$ cat src/rtl/fifo_pkg.sv
// Shared FIFO types: default entry type, default depth and side mode encoding.
// Latency: n/a (types and constants only).
// Backpressure: n/a.
package fifo_pkg;

    typedef logic [63:0] fifo_data_t;

    localparam int DEFAULT_FIFO_DEPTH = 16;

    typedef enum logic {
        HANDSHAKE = 1'b0,
        STREAM    = 1'b1
    } fifo_mode_e;

endpackage

$ cat src/rtl/fifo_pop_if.sv
// Pop-side req/ack bundle between a consumer (master) and the FIFO (slave).
// Latency: n/a (signal bundle only).
// Backpressure: consumer holds req until ack; fifo_empty reports nothing to read.
// Ports (slave view): req in; data_out, ack, ack_pulse, fifo_empty out.
interface fifo_pop_if #(
    parameter type T = fifo_pkg::fifo_data_t
) ();

    logic req;
    T     data_out;
    logic ack;
    logic ack_pulse;
    logic fifo_empty;
    logic stream_mode;

    modport slave (
        input  req,
        output data_out,
        output ack,
        output ack_pulse,
        output fifo_empty
    );

    modport master (
        output req,
        output stream_mode,
        input  data_out,
        input  ack,
        input  ack_pulse,
        input  fifo_empty
    );

endinterface

$ cat src/rtl/fifo_push_if.sv
// Push-side req/ack bundle between a producer (master) and the FIFO (slave).
// Latency: n/a (signal bundle only).
// Backpressure: producer holds req/data_in until ack; fifo_full reports no space.
// Ports (slave view): req, data_in in; ack, ack_pulse, fifo_full out.
interface fifo_push_if #(
    parameter type T = fifo_pkg::fifo_data_t
) ();

    logic req;
    T     data_in;
    logic ack;
    logic ack_pulse;
    logic fifo_full;
    logic stream_mode;

    modport slave (
        input  req,
        input  data_in,
        output ack,
        output ack_pulse,
        output fifo_full
    );

    modport master (
        output req,
        output data_in,
        output stream_mode,
        input  ack,
        input  ack_pulse,
        input  fifo_full
    );

endinterface

$ cat src/rtl/fifo_mem.sv
// DEPTH x T register array: synchronous write, asynchronous read by index.
// Latency: write visible after the clock edge; read is combinational.
// Backpressure: none; the caller gates wr_en.
// Ports: clk; wr_en/wr_idx/wr_dat write port; rd_idx in, rd_dat out.
module fifo_mem #(
    parameter type T     = fifo_pkg::fifo_data_t,
    parameter int  DEPTH = fifo_pkg::DEFAULT_FIFO_DEPTH
) (
    input  logic                     clk,
    input  logic                     wr_en,
    input  logic [$clog2(DEPTH)-1:0] wr_idx,
    input  T                         wr_dat,
    input  logic [$clog2(DEPTH)-1:0] rd_idx,
    output T                         rd_dat
);

    // Storage is deliberately left out of reset; pointers and count define validity.
    T mem_q [DEPTH];

    always_ff @(posedge clk) begin
        if (wr_en) begin
            mem_q[wr_idx] <= wr_dat;
        end
    end

    assign rd_dat = mem_q[rd_idx];

endmodule

$ cat src/rtl/req_ack_fifo.sv
// Single-clock FIFO, slave on both push and pop sides; each side handshake or stream mode.
// Latency: handshake ack 1 cycle after req sampled, stream ack same cycle; write-to-pop 1 edge.
// Backpressure: push held off while fifo_full, pop held off while fifo_empty (registered flags).
// Ports: clk, rstn (async active-low); push slave modport + push_stream_mode;
//        pop slave modport + pop_stream_mode. Interface T must match module T.
module req_ack_fifo
    import fifo_pkg::*;
#(
    parameter type T     = fifo_data_t,
    parameter int  DEPTH = DEFAULT_FIFO_DEPTH
) (
    input  logic        clk,
    input  logic        rstn,
    fifo_push_if.slave  push,
    input  logic        push_stream_mode,
    fifo_pop_if.slave   pop,
    input  logic        pop_stream_mode
);

    localparam int AW = $clog2(DEPTH);
    localparam int CW = AW + 1;

    logic [AW-1:0] wr_ptr_q, wr_ptr_d;
    logic [AW-1:0] rd_ptr_q, rd_ptr_d;
    logic [CW-1:0] count_q, count_d;
    logic          full_q, full_d;
    logic          empty_q, empty_d;
    logic          push_ack_q, push_ack_d;
    logic          pop_ack_q, pop_ack_d;
    T              dout_q, dout_d;

    T              mem_rd_dat;
    fifo_mode_e    push_mode;
    fifo_mode_e    pop_mode;
    logic          push_fire;
    logic          pop_fire;

    assign push_mode = fifo_mode_e'(push_stream_mode);
    assign pop_mode  = fifo_mode_e'(pop_stream_mode);

    // Handshake sides refuse a new transfer while their own ack is high, giving
    // the master the ack cycle to drop req so nothing is transferred twice.
    // rstn gates the fire terms so stream acks drop the moment reset asserts
    // and no write lands in the unreset memory during reset.
    assign push_fire = rstn && push.req && !full_q
                       && ((push_mode == STREAM) || !push_ack_q);
    assign pop_fire  = rstn && pop.req && !empty_q
                       && ((pop_mode == STREAM) || !pop_ack_q);

    always_comb begin
        wr_ptr_d   = wr_ptr_q;
        rd_ptr_d   = rd_ptr_q;
        count_d    = count_q;
        dout_d     = dout_q;
        push_ack_d = 1'b0;
        pop_ack_d  = 1'b0;

        if (push_fire) begin
            wr_ptr_d   = wr_ptr_q + AW'(1);
            push_ack_d = (push_mode == HANDSHAKE);
        end

        if (pop_fire) begin
            rd_ptr_d  = rd_ptr_q + AW'(1);
            pop_ack_d = (pop_mode == HANDSHAKE);
            if (pop_mode == HANDSHAKE) begin
                dout_d = mem_rd_dat;
            end
        end

        case ({push_fire, pop_fire})
            2'b10:   count_d = count_q + CW'(1);
            2'b01:   count_d = count_q - CW'(1);
            default: count_d = count_q;
        endcase

        // Flags are registered from the next count so they settle right after the edge.
        full_d  = (count_d == CW'(DEPTH));
        empty_d = (count_d == '0);
    end

    always_ff @(posedge clk or negedge rstn) begin
        if (!rstn) begin
            wr_ptr_q   <= '0;
            rd_ptr_q   <= '0;
            count_q    <= '0;
            full_q     <= 1'b0;
            empty_q    <= 1'b1;
            push_ack_q <= 1'b0;
            pop_ack_q  <= 1'b0;
            dout_q     <= '0;
        end else begin
            wr_ptr_q   <= wr_ptr_d;
            rd_ptr_q   <= rd_ptr_d;
            count_q    <= count_d;
            full_q     <= full_d;
            empty_q    <= empty_d;
            push_ack_q <= push_ack_d;
            pop_ack_q  <= pop_ack_d;
            dout_q     <= dout_d;
        end
    end

    fifo_mem #(
        .T     (T),
        .DEPTH (DEPTH)
    ) u_mem (
        .clk    (clk),
        .wr_en  (push_fire),
        .wr_idx (wr_ptr_q),
        .wr_dat (push.data_in),
        .rd_idx (rd_ptr_q),
        .rd_dat (mem_rd_dat)
    );

    // In stream mode ack is the transfer itself; in handshake mode it is the
    // registered one-cycle pulse. Either way ack_pulse marks one cycle per transfer.
    assign push.ack       = (push_mode == STREAM) ? push_fire : push_ack_q;
    assign push.ack_pulse = push.ack;
    assign push.fifo_full = full_q;

    // Stream pop is first-word fall-through and reads as zero while empty.
    assign pop.data_out   = (pop_mode == STREAM) ? (empty_q ? T'('0) : mem_rd_dat) : dout_q;
    assign pop.ack        = (pop_mode == STREAM) ? pop_fire : pop_ack_q;
    assign pop.ack_pulse  = pop.ack;
    assign pop.fifo_empty = empty_q;

endmodule

$ cat src/flat_wrapper.sv
// flat-port wrapper written by rule: the top's interface ports become plain ports
module req_ack_fifo_flat import fifo_pkg::*;
#(
    parameter type T     = fifo_data_t,
    parameter int  DEPTH = DEFAULT_FIFO_DEPTH
)
  (clk, rstn, push_stream_mode, pop_stream_mode, push_req, push_data_in, push_ack, push_ack_pulse, push_fifo_full, pop_req, pop_data_out, pop_ack, pop_ack_pulse, pop_fifo_empty);
  fifo_push_if #(.T(T)) push_i ();
  fifo_pop_if #(.T(T)) pop_i ();
  input  logic clk;
  input  logic rstn;
  input  logic push_stream_mode;
  input  logic pop_stream_mode;
  input wire logic [$bits(push_i.req)-1:0] push_req;
  input wire logic [$bits(push_i.data_in)-1:0] push_data_in;
  output wire logic [$bits(push_i.ack)-1:0] push_ack;
  output wire logic [$bits(push_i.ack_pulse)-1:0] push_ack_pulse;
  output wire logic [$bits(push_i.fifo_full)-1:0] push_fifo_full;
  input wire logic [$bits(pop_i.req)-1:0] pop_req;
  output wire logic [$bits(pop_i.data_out)-1:0] pop_data_out;
  output wire logic [$bits(pop_i.ack)-1:0] pop_ack;
  output wire logic [$bits(pop_i.ack_pulse)-1:0] pop_ack_pulse;
  output wire logic [$bits(pop_i.fifo_empty)-1:0] pop_fifo_empty;
  assign push_i.req = push_req;
  assign push_i.data_in = push_data_in;
  assign push_ack = push_i.ack;
  assign push_ack_pulse = push_i.ack_pulse;
  assign push_fifo_full = push_i.fifo_full;
  assign pop_i.req = pop_req;
  assign pop_data_out = pop_i.data_out;
  assign pop_ack = pop_i.ack;
  assign pop_ack_pulse = pop_i.ack_pulse;
  assign pop_fifo_empty = pop_i.fifo_empty;
  req_ack_fifo #(.T(T), .DEPTH(DEPTH)) u_core (.clk(clk), .rstn(rstn), .push(push_i), .push_stream_mode(push_stream_mode), .pop(pop_i), .pop_stream_mode(pop_stream_mode));
endmodule
$ cat config.mk
export PLATFORM = sky130hd
export DESIGN_NAME = req_ack_fifo_flat
export DESIGN_NICKNAME = d
export VERILOG_FILES = /design/src/rtl/fifo_pkg.sv /design/src/rtl/fifo_pop_if.sv /design/src/rtl/fifo_push_if.sv /design/src/rtl/fifo_mem.sv /design/src/rtl/req_ack_fifo.sv /design/src/flat_wrapper.sv
export SDC_FILE = /design/constraint.sdc
export NUM_CORES = 1
export LEC_CHECK = 0
export ABC_AREA = 1
export CAP_MARGIN = 20
export CORE_MARGIN = 8
export CORE_UTILIZATION = 55
export DETAILED_ROUTE_END_ITERATION = 6
export GPL_TIMING_DRIVEN = 0
export PLACE_DENSITY = 0.73
export SLEW_MARGIN = 0
export SYNTH_ARGS = -nofsm -noshare
export SYNTH_HDL_FRONTEND = slang
export SYNTH_SLANG_ARGS = --single-unit
$ cat constraint.sdc
create_clock -name clk -period 12.8 [get_ports clk]
set_clock_uncertainty 0.05 [all_clocks]
set_input_delay 2.56 -clock clk [delete_from_list [all_inputs] [get_ports clk]]
set_output_delay 2.56 -clock clk [all_outputs]
set_load 0.02 [all_outputs]
Yosys cells after proc, flatten, opt, wreduce, memory -nomap -nowiden --
Memories as Yosys holds them, arrays and structs flattened. Index checks and enable logic that the tools add are counted.
Operators by class: mux-type cells 9, reduce and logical (&&, ||, !) cells 14, bitwise operators 2, add/sub/neg operators 4, equality and inequality tests 3
Operator list (count):
- two-way mux 64 bit | 2
- one-hot mux 5 bit (2 select lines) | 1
- adder 4 x 1 -> 4 bit (second input constant) | 2
- logical AND 1 bit | 6
- two-way mux 1 bit | 6
- adder 5 x 1 -> 5 bit (second input constant) | 1
- equality test 5 bit (second input constant) | 1
- zero test 5 bit | 1
- subtractor 5 x 1 -> 5 bit (second input constant) | 1
- zero test 1 bit | 4
- equality test 2 x 1 -> 1 bit (second input constant) | 1
- equality test 2 bit (second input constant) | 1
- logical OR 1 bit | 2
- NOT 1 bit | 2
- AND reduction 2 bit | 1
Word-level totals: register bits 81, logic and storage cells 41, memory bits (writable) 1024, memories 1, input bits 70, output and inout port bits 70
Memory list:
- u_core.u_mem.mem_q | depth 16, width 64, rd ports 1, clocked after Yosys merged registers in 0, wr ports 1, RTL line fifo_mem.sv:18 | T mem_q [DEPTH];

Logic depth before layout (Yosys ltp) --
Gate-level depths: netlist (run 1).
depth after elaboration 6, depth in mapped cells 18, mapped depth without buffers 18

Modules after synthesis --
A second synthesis (run 1) with hierarchy kept.
Second synthesis, totals: cells, all modules 4678, area, all modules 48444.0 µm²
Modules (own cells, without submodules):
- fifo_mem | area each 44004.7 µm², seq. area each 30749.5 µm², cells an instance 4146, times used 1
- req_ack_fifo | area each 4439.3 µm², seq. area each 2028.2 µm², cells an instance 532, times used 1

Least setup slack after synthesis (run 1) --
OpenSTA, ideal clock, no wires.
path kind input to register, from input port rstn, to memory u_core.u_mem.mem_q[7][0] in the netlist's numbering (enable), stages on the path 6, buffers on the path 0, setup slack 4.660 ns, arrival 7.525 ns, data required time 12.185 ns, library setup time 0.565 ns, cells stage by stage inv_1 nor2_1 nand3_1 inv_1 nand2_1 nor3_1
On the way: word-level cells in the longest chain between the ends 5
RTL lines:
- start, declared | RTL line flat_wrapper.sv:11 | input logic rstn;
- logical AND 1 bit (2 in series) | RTL line req_ack_fifo.sv:45 | assign push_fire = rstn && push.req && !full_q
- logical AND 1 bit | RTL line req_ack_fifo.sv:46 | && ((push_mode == STREAM) || !push_ack_q);
- two-way mux 1 bit | RTL line fifo_mem.sv:21 | if (wr_en) begin
- two-way mux 1 bit (implied by the code) | RTL line fifo_mem.sv:22 | mem_q[wr_idx] <= wr_dat;
- end, declared | RTL line fifo_mem.sv:18
No other way between the ends.

Final worst setup path (run 1) --
from input port pop_stream_mode, to output port pop_data_out[19]
On the way: word-level cells in the longest chain between the ends 1
RTL lines:
- start, declared | RTL line flat_wrapper.sv:13 | input logic pop_stream_mode;
- two-way mux 64 bit | RTL line req_ack_fifo.sv:123 | assign pop.data_out = (pop_mode == STREAM) ? (empty_q ? T'('0) : mem_rd_dat) : dout_q;
- end, declared | RTL line flat_wrapper.sv:20 | output wire logic [$bits(pop_i.data_out)-1:0] pop_data_out;
No other way between the ends.

==> results of run 1 <==
layout make-up:
type / count / area [sq um]
flip-flops and latches: 1105 / 32800
multi-input cells: 2406 / 10600
fillers: 5769 / 28600
well taps: 1060 / 1330
diodes: 3 / 7.51
plain buffers: 240 / 1250
clock buffers: 146 / 3020
clock inverters: 61 / 473
repair buffers: 183 / 2230
inverters: 89 / 334
sequential cells by signal, indices dropped and copies added (netlist names):
name and flops:
u_core.count_q 5, u_core.dout_q 64, u_core.pop.fifo_empty 1, u_core.pop_ack_q 1
u_core.push.fifo_full 1, u_core.push_ack_q 1, u_core.rd_ptr_q 4, u_core.u_mem.mem_q 1024
u_core.wr_ptr_q 4
cells in the mapped netlist:
master / count / area, sq um
buf_1: 19 / 71.3
buf_12: 2 / 40.0
buf_2: 63 / 315
buf_4: 10 / 75.1
buf_6: 25 / 282
buf_8: 1 / 15.0
clkbuf_1: 120 / 450
clkinv_1: 1 / 3.75
dfrtp_1: 80 / 2000
dfstp_2: 1 / 26.3
edfxtp_1: 1024 / 30700
ha_1: 8 / 100
inv_1: 86 / 323
inv_2: 2 / 7.51
nand2_1: 553 / 2080
nand3_1: 396 / 1980
nand4_1: 4 / 25.0
nor2_1: 921 / 3460
nor3_1: 1 / 5.00
o211ai_1: 64 / 480
o21ai_0: 303 / 1520
o21ai_1: 148 / 741
or2_2: 1 / 6.26
xnor2_1: 1 / 8.76
xor2_1: 6 / 52.6
per-stage QoR:
stage / total power [uW] / instances
finish: 12100 / 5293
global route: 12600 / 5292
CTS: 12000 / 5290
detailed placement: 8930 / 5083
global placement: 8770 / 5039
floorplan: 7100 / 3840
how the worst min path moves through the flow:
stage,end,depth (start not counted),startpoint
after CTS,u_core.dout_q[10]$_DFFE_PN0P_,2,u_core.dout_q[10]$_DFFE_PN0P_
after global routing,u_core.dout_q[63]$_DFFE_PN0P_,2,u_core.dout_q[63]$_DFFE_PN0P_
after detailed placement,u_core.dout_q[51]$_DFFE_PN0P_,2,u_core.dout_q[51]$_DFFE_PN0P_
final,u_core.dout_q[16]$_DFFE_PN0P_,2,u_core.dout_q[16]$_DFFE_PN0P_
after global placement,u_core.dout_q[42]$_DFFE_PN0P_,2,u_core.dout_q[42]$_DFFE_PN0P_
after floorplan,u_core.dout_q[0]$_DFFE_PN0P_,2,u_core.dout_q[0]$_DFFE_PN0P_
worst max-delay path, cell delays in order:
cell and delay (ns):
clkdlybuf4s50_1 0.59, inv_1 0.19, clkbuf_1 0.79, clkbuf_1 0.72, nand2_1 0.12, nand2_1 0.27, clkdlybuf4s50_1 0.67
where the power goes:
group | switching [uW] | internal, uW
Sequential | 104 | 4220
Clock | 1330 | 1770
Combinational | 3190 | 1430
Total | 4630 | 7420
cell families after synthesis:
group,Yosys count,share of synthesized area
fa+ha+maj,8,0.00223
xor+xnor,7,0.00137
simple gates,1876,0.169
buf+inv,329,0.0353
compound gates,515,0.0611
flops,1105,0.731
cells in the final DEF, fill, tap and decap left out, drive strengths merged, types with 3 or more instances in the layout:
cell           count
clkinv            48
inv               90
nor2             921
edfxtp          1024
clkdlybuf4s50    138
bufinv             6
nand2            553
nand4              4
dfrtp             80
o211ai            64
nand3            396
diode              3
buf              165
o21ai            451
ha                 8
clkinvlp           6
clkbuf           266
xor2               6
per-layer routing:
| layer | wire length (um) | track usage | up-vias | share of wire |
|---|---|---|---|---|
| met3 | 13300 | 0.0591 | 238 | 0.11 |
| met1 | 47100 | 0.347 | 14900 | 0.38 |
| met4 | 4750 | 0.109 | 6 | 0.039 |
| met5 | 39 | 0 | - | 0.00032 |
| li1 | - | - | 14000 | - |
| met2 | 57300 | 0.426 | 1762 | 0.47 |
==> run_results.csv, run 1 <==
group,metric,value,unit
synthesis,synth_area,44800,sq um
setup_path,crit_type,"primary input to output port",
setup_path,cp.required,10.19,ns
synthesis,synth_nets,3918,
clock_network,post-cts-setup-buffer-count,0,
synthesis,ys_ff_latch,1105,
route,vias_per_cell,5.84,
route,drc,0,
timing,drv_slew,0,
place,post-dp-hpwl,82.4,mm
timing,worstMarginPinSlew,1.23,ns
place,gp_congestion,0.830,
setup_path,r2r-start,"u_core.rd_ptr_q[0]$_DFFE_PN0N_",
route,wl_per_cell,23.1,um
setup_path,worstPathArrival,5.92,ns
finish,final_area,52000,sq um
synthesis,avgSynthCellArea,11.7,sq um
clock_network,cts_buffers,109,
global_routing,grt_pass1_wl,181,mm
floorplan,die_area,90900,sq um
finish,layout.nets,4212,
floorplan,start_util,0.556,
timing,rsz0062_at_grt,"false",
global_routing,grt_pass1_vias,30100,
floorplan,core,80500,sq um
synthesis,ys_warn_count,0,
power,powerDensity,232,nW/um^2
outcome,outcome,"completed",
setup_path,rr_worst_depth,11,
floorplan,row_count,104,
finish,area_delta_synth_final,16.0,%
floorplan,die_w,301,um
timing,fmax,117,MHz
timing,hold_ws,0.427,ns
floorplan,die_h,301,um
place,portBuffers,139,
clock_network,postCtsHoldBufs,0,
job,max_cap_viol_count,0,
setup_path,crit_fanout,10,
synthesis,syn_inst,3840,
setup_path,crit_path_end_kind,"output port",
power,p_leak,0.0186,uW
clock_network,cts_root_buffer,"clkbuf_16",
finish,fin_util,0.645,
global_routing,grt-ovfl-total,0,
synthesis,yosys.cell_types.count,25,
setup_path,rr_endpoint,"u_core.dout_q[55]$_DFFE_PN0P_",
global_routing,track_usage,0.264,
timing,final_hold_viol_count,0,
route,dr.pass1.iters,6,
route,route.vias.total,30900,
clock_network,clockBufferDepth,3,
floorplan,io_pins,140,
timing,finalCriticalPeriod,8.53,ns
clock_network,cts.sinks,1105,
timing,setup_viol,0,
setup_path,start_kind,"primary input",
timing,relSlewSlack,0.179,
setup_path,r2r_slack,9.45,ns
synthesis,yosysSeqAreaShare,0.731,
finish,drive_gt1_frac,0.0778,
timing,setup_tns,0,ns
route,ant_nets,0,
clock_network,cts_resized,0,
route,dr.first_iter.drc_count,3739,
global_routing,grt_antenna_before_repair,6,
clock_network,htreeDepth,3,
setup_path,endpoint,"pop_data_out[19]",
hold_path,hold_path.class,"flop to flop",
global_routing,grt_max_degree,57,
timing,finalWorstSetupSlack,4.27,ns
timing,fin_crit_sh,0.667,
clock_network,clk_pin_slew,0.06,ns
place,pre_cts_ws,4.40,ns
setup_path,startpoint,"pop_stream_mode",
clock_network,insertion_delay,0.68,ns
power,peakVddDrop,0.173,mV
route,wl,122,mm
clock_network,cts_tree,"yes",
place,placed_cell_area,48500,sq um
(Power assumes the default switching activity.)
==> run 2: changes to the inputs <==
--- a/config.mk
+++ b/config.mk
@@ -11,7 +11,7 @@
 export CORE_UTILIZATION = 55
 export DETAILED_ROUTE_END_ITERATION = 6
 export GPL_TIMING_DRIVEN = 0
-export PLACE_DENSITY = 0.73
+export PLACE_DENSITY = 0.75
 export SLEW_MARGIN = 0
 export SYNTH_ARGS = -nofsm -noshare
 export SYNTH_HDL_FRONTEND = slang
==> constraint.sdc (replaced) <==
create_clock -name clk -period 7.1 [get_ports clk]
set_clock_uncertainty 0.05 [all_clocks]
set_input_delay 1.42 -clock clk [delete_from_list [all_inputs] [get_ports clk]]
set_output_delay 1.42 -clock clk [all_outputs]
set_load 0.02 [all_outputs]
==> run_results.csv, run 2 (synthesis results as in run 1) <==
group,metric,value,unit
floorplan,core,80500,sq um
power,p_leak,0.0186,uW
finish,largest_reg_flops,1024,
timing,worstMarginPinSlew,1.13,ns
route,wl,123,mm
hold_path,holdPathEnd,"u_core.dout_q[56]$_DFFE_PN0P_",
timing,drv_slew,0,
clock_network,insertion_delay,0.68,ns
floorplan,die_h,301,um
clock_network,post-cts-setup-buffer-count,0,
floorplan,die_w,301,um
route,ant_nets,0,
clock_network,cts_root_buffer,"clkbuf_16",
finish,fin_cells,5291,
finish,largestRegisters,"u_core.u_mem.mem_q (1024), u_core.dout_q (64), u_core.count_q (5)",
route,route.vias.total,31300,
outcome,outcome,"completed",
finish,n_fill_cell,5682,
route,vias_per_cell,5.91,
route,dr.first_iter.drc_count,4557,
hold_path,min_path_cells,2,
place,place_inst,5084,
power,pwr-share-comb,0.382,
finish,final_area,52000,sq um
global_routing,grt_pass1_wl,181,mm
setup_path,r2r_slack,3.96,ns
route,wl_per_cell,23.2,um
power,pwr-share-seq,0.355,
power,switching_power,8410,uW
clock_network,cts_resized,0,
clock_network,htreeDepth,3,
timing,fmax,162,MHz
power,switching_share,0.383,
job,max_cap_viol_count,0,
timing,rsz0062_at_grt,"false",
route,drc,0,
floorplan,io_pins,140,
power,peakVddDrop,0.268,mV
setup_path,start_kind,"primary input",
clock_network,cts.sinks,1105,
hold_path,hold_start,"u_core.dout_q[56]$_DFFE_PN0P_",
setup_path,crit_type,"primary input to output port",
global_routing,track_usage,0.263,
floorplan,row_count,104,
setup_path,crit_fanout,10,
setup_path,r2r-start,"u_core.rd_ptr_q[0]$_DFFE_PN0N_",
global_routing,grt_antenna_before_repair,5,
route,dr.pass1.iters,7,
finish,area_delta_synth_final,16.1,%
global_routing,grt_max_degree,46,
setup_path,crit_path_end_kind,"output port",
setup_path,cp.required,5.63,ns
place,gp_congestion,0.839,
timing,final_hold_viol_count,0,
power,p_int,13500,uW
clock_network,clk_pin_slew,0.06,ns
timing,fin_crit_sh,0.870,
finish,drive_gt1_frac,0.0769,
timing,relSlewSlack,0.246,
global_routing,grt-ovfl-total,0,
timing,finalCriticalPeriod,6.17,ns
place,post-dp-hpwl,82.2,mm
clock_network,postCtsHoldBufs,0,
clock_network,clockBufferDepth,3,
finish,regMostFlops,"u_core.u_mem.mem_q",
setup_path,rr_worst_depth,11,
finish,layout_commonest_cell,"edfxtp_1",
floorplan,start_util,0.556,
power,clockPowerShare,0.263,
global_routing,grt_pass1_vias,30200,
place,portBuffers,139,
setup_path,worstPathArrival,4.70,ns
floorplan,die_area,90900,sq um
finish,layout_common_cells,"edfxtp_1, nor2_1, nand2_1",
hold_path,hold_path.class,"flop to flop",
timing,setup_viol,0,
place,placed_cell_area,48500,sq um
clock_network,cts_tree,"yes",
power,powerDensity,422,nW/um^2
finish,layout.nets,4212,
setup_path,rr_endpoint,"u_core.dout_q[54]$_DFFE_PN0P_",
clock_network,cts_buffers,108,
[run 2: layout make-up]
type / count / area [sq um] / share of cell area
plain buffers: 240 / 1250 / 0.0240
well taps: 1060 / 1330 / 0.0255
multi-input cells: 2406 / 10600 / 0.203
diodes: 4 / 10.0 / 0.000192
repair buffers: 184 / 2200 / 0.0423
clock buffers: 132 / 2860 / 0.0550
flip-flops and latches: 1105 / 32800 / 0.630
inverters: 89 / 334 / 0.00642
clock inverters: 71 / 709 / 0.0136
[run 2: how the worst max path moves through the flow]
stage | slack (ns) | depth (start not counted) | from | to
finish | 0.93 | 8 | pop_stream_mode | pop_data_out[52]
global route | 0.84 | 8 | pop_stream_mode | pop_data_out[19]
CTS | 0.97 | 8 | pop_stream_mode | pop_data_out[20]
detailed placement | 1.03 | 8 | pop_stream_mode | pop_data_out[19]
global placement | -7.77 | 7 | rstn | u_core.u_mem.mem_q[7][24]$_DFFE_PP_
floorplan | 0.1 | 6 | rstn | u_core.u_mem.mem_q[7][0]$_DFFE_PP_
[run 2: per-stage QoR]
step / setup WS, ns / total power (uW) / utilization / setup TNS [ns] / hold WS, ns
3_5_place_dp: 1.03 / 16100 / 0.602 / 0 / 0.415
5_1_grt: 0.836 / 22900 / 0.646 / 0 / 0.445
6_report: 0.926 / 21900 / 0.646 / 0 / 0.427
3_3_place_gp: -7.77 / 15800 / 0.590 / -4911.49 / 0.411
4_1_cts: 0.973 / 21800 / 0.646 / 0 / 0.431
2_1_floorplan: 0.0998 / 12800 / - / 0 / 0.399
[run 2: critical path, stage by stage]
cell and delay [ns]:
clkdlybuf4s50_1 0.68, inv_1 0.14, nor2_1 0.61, buf_6 0.24, clkbuf_1 0.56, nand2_1 0.12, nand2_1 0.27, clkdlybuf4s50_1 0.67
[run 2: routing by layer]
| layer | global-route usage | wire length (um) |
|---|---|---|
| met4 | 0.0987 | 4150 |
| met5 | 0 | 0 |
| met2 | 0.419 | 57300 |
| met1 | 0.360 | 46400 |
| met3 | 0.0510 | 14900 |
[run 2: power by group through the flow]
stage	registers [uW]	clock network, uW	logic [uW]
floorplan	7900	0	4900
global placement	7950	0	7850
detailed placement	7910	0	8190
CTS	7780	5770	8270
global route	7820	6050	9050
finish	7790	5760	8380
